$ cat src/rtl/ram_port_arbiter.sv
// ram_port_arbiter
//   Shares one single-port RAM between two requesters (port 0: CPU, port 1:
//   loader/debug) using a per-port REQ/ACK handshake. A winning command is
//   latched in IDLE, driven to the RAM during ACCESS, and acknowledged with a
//   one-cycle ACK in DONE. One access completes every 3 cycles.
//
//   Build option: define ARB_FIXED_PRIORITY_EN for fixed priority (port 0
//   always wins contention). Default is round-robin.
//
// Ports
//   CLK, RESET          clock, synchronous active-high reset
//   REQn/WEn/ADDRn/WDATAn  request, write enable, address, write data
//   ACKn                one-cycle completion pulse
//   RDATAn              read data, held until the next read ACK on that port
//   GRANT               one-hot owner of the access in flight
//   RAM_LOAD/RAM_ADDRESS/RAM_DATA_IN  RAM command outputs
//   RAM_DATA_OUT        RAM combinational read data
module ram_port_arbiter #(
    parameter int ADDR_WIDTH = 16,
    parameter int DATA_WIDTH = 16
) (
    input  logic                  CLK,
    input  logic                  RESET,
    input  logic                  REQ0,
    input  logic                  REQ1,
    input  logic                  WE0,
    input  logic                  WE1,
    input  logic [ADDR_WIDTH-1:0] ADDR0,
    input  logic [ADDR_WIDTH-1:0] ADDR1,
    input  logic [DATA_WIDTH-1:0] WDATA0,
    input  logic [DATA_WIDTH-1:0] WDATA1,
    output logic                  ACK0,
    output logic                  ACK1,
    output logic [DATA_WIDTH-1:0] RDATA0,
    output logic [DATA_WIDTH-1:0] RDATA1,
    output logic [1:0]            GRANT,
    output logic                  RAM_LOAD,
    output logic [ADDR_WIDTH-1:0] RAM_ADDRESS,
    output logic [DATA_WIDTH-1:0] RAM_DATA_IN,
    input  logic [DATA_WIDTH-1:0] RAM_DATA_OUT
);

    localparam logic [1:0] S_IDLE   = 2'd0;
    localparam logic [1:0] S_ACCESS = 2'd1;
    localparam logic [1:0] S_DONE   = 2'd2;

    logic [1:0]            state_q, state_d;
    logic [1:0]            grant_q, grant_d;
    logic                  we_q, we_d;
    logic [ADDR_WIDTH-1:0] addr_q, addr_d;
    logic [DATA_WIDTH-1:0] wdata_q, wdata_d;
    logic                  ack0_q, ack0_d;
    logic                  ack1_q, ack1_d;
    logic [DATA_WIDTH-1:0] rdata0_q, rdata0_d;
    logic [DATA_WIDTH-1:0] rdata1_q, rdata1_d;
    logic                  pick1;

`ifdef ARB_FIXED_PRIORITY_EN
    // Port 1 only wins when port 0 is not requesting.
    assign pick1 = ~REQ0;
`else
    // LAST = 1 means port 1 won the previous grant; reset value makes
    // port 0 win the first contention.
    logic last_q, last_d;

    assign pick1 = REQ1 & (~REQ0 | ~last_q);
`endif

    always_comb begin
        state_d  = state_q;
        grant_d  = grant_q;
        we_d     = we_q;
        addr_d   = addr_q;
        wdata_d  = wdata_q;
        ack0_d   = 1'b0;
        ack1_d   = 1'b0;
        rdata0_d = rdata0_q;
        rdata1_d = rdata1_q;
`ifndef ARB_FIXED_PRIORITY_EN
        last_d   = last_q;
`endif
        case (state_q)
            S_IDLE: begin
                if (REQ0 | REQ1) begin
                    grant_d = pick1 ? 2'b10 : 2'b01;
                    we_d    = pick1 ? WE1 : WE0;
                    addr_d  = pick1 ? ADDR1 : ADDR0;
                    wdata_d = pick1 ? WDATA1 : WDATA0;
`ifndef ARB_FIXED_PRIORITY_EN
                    last_d  = pick1;
`endif
                    state_d = S_ACCESS;
                end
            end
            S_ACCESS: begin
                // Read data is captured at the same edge the write would commit.
                if (grant_q[1]) begin
                    ack1_d = 1'b1;
                    if (!we_q) rdata1_d = RAM_DATA_OUT;
                end else begin
                    ack0_d = 1'b1;
                    if (!we_q) rdata0_d = RAM_DATA_OUT;
                end
                state_d = S_DONE;
            end
            S_DONE: begin
                grant_d = '0;
                state_d = S_IDLE;
            end
            default: begin
                grant_d = '0;
                state_d = S_IDLE;
            end
        endcase
    end

    always_ff @(posedge CLK) begin
        if (RESET) begin
            state_q  <= S_IDLE;
            grant_q  <= '0;
            we_q     <= 1'b0;
            addr_q   <= '0;
            wdata_q  <= '0;
            ack0_q   <= 1'b0;
            ack1_q   <= 1'b0;
            rdata0_q <= '0;
            rdata1_q <= '0;
`ifndef ARB_FIXED_PRIORITY_EN
            last_q   <= 1'b1;
`endif
        end else begin
            state_q  <= state_d;
            grant_q  <= grant_d;
            we_q     <= we_d;
            addr_q   <= addr_d;
            wdata_q  <= wdata_d;
            ack0_q   <= ack0_d;
            ack1_q   <= ack1_d;
            rdata0_q <= rdata0_d;
            rdata1_q <= rdata1_d;
`ifndef ARB_FIXED_PRIORITY_EN
            last_q   <= last_d;
`endif
        end
    end

    // RESET gates LOAD combinationally so a reset during ACCESS commits nothing.
    assign RAM_LOAD    = we_q & (state_q == S_ACCESS) & ~RESET;
    assign RAM_ADDRESS = addr_q;
    assign RAM_DATA_IN = wdata_q;
    assign ACK0        = ack0_q;
    assign ACK1        = ack1_q;
    assign RDATA0      = rdata0_q;
    assign RDATA1      = rdata1_q;
    assign GRANT       = grant_q;

endmodule

$ cat config.mk
export PLATFORM = sky130hd
export DESIGN_NAME = ram_port_arbiter
export DESIGN_NICKNAME = d
export VERILOG_FILES = /design/src/rtl/ram_port_arbiter.sv
export SDC_FILE = /design/constraint.sdc
export NUM_CORES = 1
export LEC_CHECK = 0
export CAP_MARGIN = 0
export CORE_MARGIN = 2
export CORE_UTILIZATION = 42
export DETAILED_ROUTE_END_ITERATION = 10
export PLACE_DENSITY = 0.85
export SLEW_MARGIN = 15
export SYNTH_ARGS = -nofsm -noshare
export SYNTH_HDL_FRONTEND = slang
export SYNTH_SLANG_ARGS = --single-unit
$ cat constraint.sdc
create_clock -name CLK -period 2.2 [get_ports CLK]
set_input_delay 0.44 -clock CLK [delete_from_list [all_inputs] [get_ports CLK]]
set_output_delay 0.44 -clock CLK [all_outputs]
set_load 0.02 [all_outputs]
==> flow_summary.toml <==
[routing]
wl_per_cell_um = 16.4
ant_nets = 0
drtIter0Drc = 150
dr_total_vias = 3284
drt-total-wl_um = 9630
drc = 0
via_per_inst = 5.59
dr.pass1.iters = 5

[power_and_ir_drop]
power.total_mw = 3.29
power_density_nw_per_um2 = 698
p_int_mw = 2.35
switchingPower_mw = 0.941
comb_power_share_pct = 22.9
total_leakage_power_nw = 1.62
ir_drop_v = 0.000372
swShare_pct = 28.6
seqPwrFrac_pct = 44.0
clock_power_share_pct = 33.1

[sta]
period_share_pct = 95.0
max_freq_mhz = 478
period_needed_ps = 2090
worst_slew_margin_rel_pct = 28.0
hold_violations = 0
tns_ps = 0
finalMaxSlewViolations = 0
timing.final.ws_setup_ps = 110
rsz0062_at_grt = "false"
tightestPinTransition_ps = 1080
hold_ws_ps = 456
finalSetupViolations = 0
skew_ps = 9.99

[clock_network]
clk-insertion-delay-late_ps = 360
cts_resized = 1
post_cts_buffers = 0
cts.sinks = 72
path_clk_slew_ps = 70
tritoncts = "done"
cts.hold.buffers_added = 0
htreeDepth = 3
cts_root_buffer = "clkbuf_8"
clockBufferDepth = 2
cts_inserted_buffers = 9

[logic_synthesis]
synth_edf_count = 0
syn-num-nets = 449
synth_cell_types = 26
ys_ff_latch = 72
yosysSeqAreaShare_pct = 49.3
postSynthAreaPerCell_um2 = 8.05
ys_warn_count = 0
async_reset_ff_share_pct = 0
ys.flop_type = "dfxtp_1"
synth_area_um2 = 2920
synth_cells = 363

[finish]
nFillCells = 570
stdcell_area_um2 = 4710
synthToLayoutAreaGrowth_pct = 61.1
seq_area_um2 = 1440
nNetsFinal = 588
antenna_cells = 0
drive_gt1_share_pct = 6.71
multi_input_area_um2 = 1310

[placed_design]
place_congestion = 0.794
io_buffers = 154
dp_hpwl_um = 6510
place_area_um2 = 4500
pre_cts_slack_ps = 143

[floorplan]
ioPinCount = 155
die_area_um2 = 7640
fp-row-count = 30
fp.dieH_um = 87.4
fp.dieW_um = 87.4
core_um2 = 6760
initial_utilization_pct = 43.2

[critical_path]
worst-path-max-fanout = 6
regToRegEndpoint = "RAM_DATA_IN[6]"
reg2reg_depth = 4
worst_setup_path_end_kind = "output port"
start_kind = "flop"
crit_required_ps = 1760
crit_arrival_ps = 1650
r2r_setup_slack_ps = 230
crit_type = "reg2out"
startpoint = "we_q"
r2r-start = "state_q[1]"

[global_route]
antenna_found_initial = 0
grt_pass1_wl_um = 14800
grt_max_degree = 72
grt_remaining_overflow = 0
grt_pass1_vias = 3121
grt_use_total_pct = 24.7

[min_path]
hold_path_end = "RDATA0[13]"
hold_path.class = "reg2reg"
min_path_cells = 2
hold_start = "RDATA0[13]"

[outcome]
status = "completed"

[job]
cap_violations = 0
==> per-stage QoR <==
step	utilization [%]	std cells
after floorplan	-	363
after global placement	66.6	571
after detailed placement	66.6	571
after CTS	69.7	587
after global routing	69.7	587
final	69.7	587
==> Yosys cell counts, types with 3 or more instances <==
library cell	count	share of area [%]
dfxtp_1	72	49
nand3_1	66	11
nand2_1	65	8.4
a21oi_1	33	5.7
a31oi_1	33	7.1
o21ai_0	33	5.7
clkbuf_1	23	3.0
buf_2	6	1.0
buf_4	5	1.3
nor3_1	4	0.69
nand2b_1	3	0.64
==> kinds of logic (layout without fill, tap and decap cells) <==
family | Yosys count | after routing | share of synthesized area, %
and+or+nand+nor | 150 | 150 | 25.1
AOI/OAI and AO/OA | 102 | 102 | 19.1
DFF | 72 | 72 | 49.3
buffers and inverters | 39 | 183 | 6.47
==> worst max path at each step <==
| stage | endpoint | slack (ps) | cells past startpoint |
|---|---|---|---|
| 6_report | RAM_LOAD | 110 | 2 |
| 5_1_grt | RAM_LOAD | 70 | 2 |
| 4_1_cts | RAM_LOAD | 90 | 2 |
| 3_5_place_dp | RAM_DATA_IN[6] | 140 | 3 |
| 3_3_place_gp | RAM_LOAD | 300 | 4 |
| 2_1_floorplan | RDATA0[10] | 740 | 5 |
==> registers in the layout, indices dropped and copies added, names as in the netlist <==
register,flops
ACK0,1
ACK1,1
GRANT,2
RAM_ADDRESS,16
RAM_DATA_IN,16
RDATA0,16
RDATA1,16
last_q,1
state_q,2
we_q,1
==> worst max-delay path: stages, from the launching register on <==
cell	delay, ps
dfxtp_1	480
and3_1	220
clkdlybuf4s50_1	600
==> layout by cell type, fill, tap and decap left out, drive strengths merged, types with 3 or more instances in the layout <==
cell type	count
a21oi	33
a31oi	33
buf	12
clkbuf	11
clkdlybuf4s50	153
dfxtp	72
nand2	65
nand2b	3
nand3	66
nor3	4
o21ai	34
==> metal layers <==
metal  routed length, µm  vias up  GRT usage (%)
li1                    -     1558              -
met1                3850     1547           29.4
met2                4590      166           40.5
met3                1030       13           9.67
met4                 154        0           8.67
met5                   0        -              0
==> power by group through the flow <==
stage          clock (mW)  sequential, mW  combinational [mW]
4_1_cts              1.10            1.45               0.755
3_3_place_gp            0            1.47               0.739
3_5_place_dp            0            1.47               0.752
6_report             1.09            1.45               0.754
5_1_grt              1.15            1.46               0.805
2_1_floorplan           0            1.56               0.263
==> final cells by class <==
type / instances / area share (%)
Timing Repair Buffer: 165 / 34.9
Sequential cell: 72 / 30.6
Multi-Input combinational cell: 252 / 27.8
Clock buffer: 11 / 3.22
Tap cell: 80 / 2.13
Clock inverter: 5 / 1.17
Inverter: 2 / 0.159
(Power assumes the default switching activity.)
